[config.mk]
export PLATFORM = sky130hd
export DESIGN_NAME = rr_arb_ctrl
export DESIGN_NICKNAME = d
export VERILOG_FILES = /design/src/rtl/rr_arb_pkg.sv /design/src/rtl/priority_coder.sv /design/src/rtl/rr_arb_ctrl.sv
export SDC_FILE = /design/constraint.sdc
export NUM_CORES = 1
export LEC_CHECK = 0
export CAP_MARGIN = 40
export CORE_MARGIN = 4
export CORE_UTILIZATION = 34
export CTS_CLUSTER_SIZE = 8
export DETAILED_ROUTE_END_ITERATION = 12
export HOLD_SLACK_MARGIN = 0.08
export MAX_ROUTING_LAYER = met4
export PLACE_DENSITY_LB_ADDON = 0.15
export SYNTH_ARGS = -nofsm -noshare
export SYNTH_HDL_FRONTEND = slang
export SYNTH_SLANG_ARGS = --single-unit
[constraint.sdc]
create_clock -name clk_i -period 2.9 [get_ports clk_i]
set_clock_uncertainty 0.15 [all_clocks]
set_input_delay 0.435 -clock clk_i [delete_from_list [all_inputs] [get_ports clk_i]]
set_output_delay 0.435 -clock clk_i [all_outputs]
set_load 0.05 [all_outputs]
[src/rtl/rr_arb_pkg.sv]
// Shared types and helpers for the round-robin arbiter controller.
package rr_arb_pkg;

  typedef enum logic [1:0] {
    StIdle,
    StArb,
    StGrant
  } state_t;

  // Pointer advance with wrap from n-1 back to 0.
  function automatic int unsigned next_ptr(int unsigned idx, int unsigned n);
    return (idx + 1 >= n) ? 0 : idx + 1;
  endfunction

endpackage

[src/rtl/priority_coder.sv]
// Combinational index selector: prefers the prior_i slot, otherwise the highest set bit.
module priority_coder #(
  parameter int unsigned DATAWIDTH = 3
) (
  input  logic [2**DATAWIDTH-1:0] data_i,
  input  logic [DATAWIDTH-1:0]    prior_i,
  output logic [DATAWIDTH-1:0]    idx_o
);

  localparam int unsigned N = 2**DATAWIDTH;

  always_comb begin
    idx_o = '0;
    for (int unsigned k = 0; k < N; k++) begin
      if (data_i[k]) idx_o = DATAWIDTH'(k);
    end
    if (data_i[prior_i]) idx_o = prior_i;
  end

endmodule

[src/rtl/rr_arb_ctrl.sv]
// Round-robin arbiter controller: snapshots requests, drives the coder, holds a registered grant.
// Optional grant-hold timeout enabled by defining ARB_TIMEOUT_EN.
module rr_arb_ctrl
  import rr_arb_pkg::*;
#(
  parameter int unsigned IDX_W    = 3,
  parameter int unsigned MAX_HOLD = 16
) (
  input  logic                  clk_i,
  input  logic                  rst_n_i,
  input  logic [2**IDX_W-1:0]   req_i,
  input  logic                  done_i,
  output logic                  gnt_vld_o,
  output logic [2**IDX_W-1:0]   gnt_o,
  output logic [IDX_W-1:0]      gnt_idx_o,
  output logic                  timeout_o
);

  localparam int unsigned N = 2**IDX_W;

  state_t           state_q, state_d;
  logic [N-1:0]     req_q, req_d;
  logic [N-1:0]     gnt_q, gnt_d;
  logic [IDX_W-1:0] ptr_q, ptr_d;
  logic [IDX_W-1:0] idx_q, idx_d;
  logic             vld_q, vld_d;
  logic             timeout_q, timeout_d;
  logic [IDX_W-1:0] coder_idx;
  logic             timeout_hit;
  logic             release_grant;

  priority_coder #(
    .DATAWIDTH (IDX_W)
  ) u_coder (
    .data_i  (req_q),
    .prior_i (ptr_q),
    .idx_o   (coder_idx)
  );

`ifdef ARB_TIMEOUT_EN
  localparam int unsigned       HoldW    = $clog2(MAX_HOLD);
  localparam logic [HoldW-1:0]  HoldLast = HoldW'(MAX_HOLD - 1);

  logic [HoldW-1:0] hold_q, hold_d;

  always_ff @(posedge clk_i or negedge rst_n_i) begin
    if (!rst_n_i) hold_q <= '0;
    else          hold_q <= hold_d;
  end

  // Saturates at the limit, which is also the cycle that forces the release.
  always_comb begin
    hold_d = hold_q;
    if (state_q == StArb) begin
      hold_d = '0;
    end else if (state_q == StGrant && hold_q != HoldLast) begin
      hold_d = hold_q + 1'b1;
    end
  end

  assign timeout_hit = (state_q == StGrant) && (hold_q == HoldLast);
`else
  logic unused_max_hold;
  assign unused_max_hold = ^MAX_HOLD;
  assign timeout_hit     = 1'b0;
`endif

  assign release_grant = done_i | ~req_i[idx_q] | timeout_hit;

  always_ff @(posedge clk_i or negedge rst_n_i) begin
    if (!rst_n_i) begin
      state_q   <= StIdle;
      req_q     <= '0;
      gnt_q     <= '0;
      ptr_q     <= '0;
      idx_q     <= '0;
      vld_q     <= 1'b0;
      timeout_q <= 1'b0;
    end else begin
      state_q   <= state_d;
      req_q     <= req_d;
      gnt_q     <= gnt_d;
      ptr_q     <= ptr_d;
      idx_q     <= idx_d;
      vld_q     <= vld_d;
      timeout_q <= timeout_d;
    end
  end

  always_comb begin
    state_d   = state_q;
    req_d     = req_q;
    gnt_d     = gnt_q;
    ptr_d     = ptr_q;
    idx_d     = idx_q;
    vld_d     = vld_q;
    timeout_d = 1'b0;
    unique case (state_q)
      StIdle: begin
        if (|req_i) begin
          req_d   = req_i;
          state_d = StArb;
        end
      end
      StArb: begin
        idx_d            = coder_idx;
        gnt_d            = '0;
        gnt_d[coder_idx] = 1'b1;
        vld_d            = 1'b1;
        state_d          = StGrant;
      end
      StGrant: begin
        if (release_grant) begin
          vld_d     = 1'b0;
          gnt_d     = '0;
          ptr_d     = IDX_W'(next_ptr(32'(idx_q), N));
          timeout_d = timeout_hit;
          state_d   = StIdle;
        end
      end
      default: state_d = StIdle;
    endcase
  end

  always_comb begin
    gnt_vld_o = vld_q;
    gnt_o     = gnt_q;
    gnt_idx_o = idx_q;
    timeout_o = timeout_q;
  end

endmodule

==> impl_metrics.ini <==
[run_status]
outcome = completed

[final_layout]
seq_area_um2 = 625.6
fillers = 353
drive_gt1_share_pct = 14.49
num_antenna_cells = 0
layout_common_cells = dfrtp_1, clkdlybuf4s50_1, mux2_2, a32o_1, nor2_1
area_delta_synth_final_pct = 21.59
mostFrequentLayoutCell = dfrtp_1
nets = 151
multi_input_area_um2 = 671.9
fin_cells = 186

[drt]
drcViolationCount = 0
wirelength_um = 2755
detail-route-antenna-nets = 0
avgViaCountPerCell = 5.188
dr.pass1.iters = 6
drt-initial-drc-count = 47
num_vias = 965
wire_per_inst_um = 14.81

[critical_path]
cp_max_fo = 8
cp.arrival_ns = 2.32
path_class = reg2reg
rr_worst_depth = 4
r2r_setup_slack_ns = 0.59
cp-start-kind = register
r2r-end = gnt_o[5]
endpoint_kind = register
required_ns = 2.91
r2r-start = ptr_q[0]

[sta]
finalCritPeriodShare_pct = 79.80
fmax_ghz = 0.4321
setup_violations = 0
slew_headroom_pct = 53.58
post-route-min-period_ns = 2.314
hold_viol_final = 0
slew_violations = 0
tightest_slew_ns = 0.6949
finalSetupTns_ns = 0
rsz0062_at_grt = false

[power]
pwr_density_cell_nw_per_um2 = 1341
p_sw_mw = 1.034
pwr-share-clk_pct = 9.2
sequentialPowerShare_pct = 33.6
intPower_mw = 1.178
power_leakage_nw = 0.6761
pwr-share-comb_pct = 57.2
max-vdd-ir-drop_v = 0.0004932
p_sw_share_pct = 46.74

[grt]
antenna_found_initial = 0
overflow = 0
grt_pass1_wl_um = 4871
grt_util_all_layers_pct = 12.32
grt_max_degree = 26
grt_pass1_vias = 989

[run]
maxCapViolations = 0

[logic_synthesis]
synthFlopType = dfrtp_1
syn_nets = 130
ys_seq_area_share_pct = 46.13
syn_area_um2 = 1356
ys_types = 34
synth_area_per_cell_um2 = 11.49
synth_seq_cells = 25
async_flop_share_pct = 100.0
ys_top_cells_by_area = dfrtp_1, mux2_2, a32o_1, mux2i_1, mux4_2
postSynthCellCount = 118
post-synth-top-area-cell = dfrtp_1
yosys_warnings = 0
synth_top_area_share_pct = 46.13
synth_edf_count = 0

[cts]
clock_latency_ns = 0.26
post_cts.repair.setup_buffers = 0
cts_root_buf = clkbuf_8
cts_buffers = 3
cts_sinks = 25
cts_resized = 0
clockBufferDepth = 2
cts_tree = done
holdBufCountCts = 0
cts_htree_levels = 1
clk_pin_slew_ns = 0.08

[placed_design]
hpwlAfterDp_um = 2166
port_buffers = 22
place_inst = 182
gp_routability_congestion = 0.8005

[floorplan]
die_w_um = 71.16
pin_count = 24
coreArea_um2 = 3771
start_util_pct = 35.97
num_rows = 22
die_area_um2 = 5064
dieHeight_um = 71.16

[worst_hold_path]
hp-start = gnt_o[6]
hold_depth = 1
hold_end = gnt_o[6]
hp-class = reg2reg
[layer usage]
layer / share of wire, % / global-route usage [%] / vias up
li1: - / - / 482
met1: 47 / 16.87 / 465
met2: 48 / 18.47 / 16
met3: 4.0 / 3.693 / 2
met4: 0.33 / 1.670 / 0
met5: 0 / - / -
[power by group through the flow]
stage / registers (mW) / logic (mW) / clock network, mW
2_1_floorplan: 0.892 / 0.813 / 0
3_3_place_gp: 0.749 / 1.26 / 0
3_5_place_dp: 0.751 / 1.27 / 0
4_1_cts: 0.743 / 1.28 / 0.214
5_1_grt: 0.783 / 1.37 / 0.233
6_report: 0.743 / 1.27 / 0.203
[cells by family after synthesis]
| kind of cell | count (synthesis) | share of synthesized area [%] |
|---|---|---|
| AO/OA/AOI/OAI | 29 | 16.42 |
| AND/OR/NAND/NOR | 29 | 11.81 |
| flip-flops | 25 | 46.13 |
| multiplexers | 21 | 20.11 |
| buffers and inverters | 12 | 4.336 |
| adder cells (fa/ha/maj) | 1 | 0.9224 |
| other | 1 | 0.2765 |
[sequential cells by signal (all words and copies together), names as in the netlist]
name	count
gnt_idx_o	3
gnt_o	8
gnt_vld_o	1
ptr_q	3
req_q	8
state_q	2
[per-stage QoR]
step	util, %	power, mW	hold slack (ns)	cell area [µm²]	worst slack, ns
global placement	42.53	2.009	0.3341	1604	0.4700
CTS	43.73	2.234	0.3500	1649	0.5919
floorplan	-	1.705	-0.01059	1356	0.5406
global route	43.73	2.387	0.3771	1649	0.4736
finish	43.73	2.212	0.3435	1649	0.5858
detailed placement	42.53	2.026	0.3303	1604	0.4448
[layout make-up]
cell class                      instances  area share [%]
Sequential cell                        25           37.94
Tap cell                               48           3.642
Clock buffer                            4           2.731
Multi-Input combinational cell         81           40.74
Timing Repair Buffer                   23           13.81
Inverter                                5           1.138
[critical path, cell delays in order, from the launching register on]
cell and delay [ns]:
dfrtp_1 0.59, mux4_2 0.61, mux2i_4 0.20, mux2_2 0.40, a32o_1 0.26
[worst max path at each step]
stage	startpoint	end	slack [ns]	depth (start not counted)
6_report	ptr_q[0]	gnt_o[5]	0.59	4
5_1_grt	ptr_q[0]	gnt_o[6]	0.47	4
2_1_floorplan	gnt_idx_o[1]	ptr_q[1]	0.54	5
3_3_place_gp	req_i[3]	gnt_o[4]	0.47	6
4_1_cts	ptr_q[0]	gnt_o[5]	0.59	4
3_5_place_dp	req_i[7]	gnt_o[5]	0.44	6
[cells in the mapped netlist (3+ instances only)]
master and count:
nand2_1 5, mux2i_1 7, nor4_1 3, nor2_1 8
a21oi_1 5, mux2_2 9, mux4_2 3, a32o_1 9
clkbuf_1 3, or3_1 3, o21ai_1 6, inv_1 5
nand2b_1 3, dfrtp_1 25
Note: power is estimated with default switching activity, not from simulation.
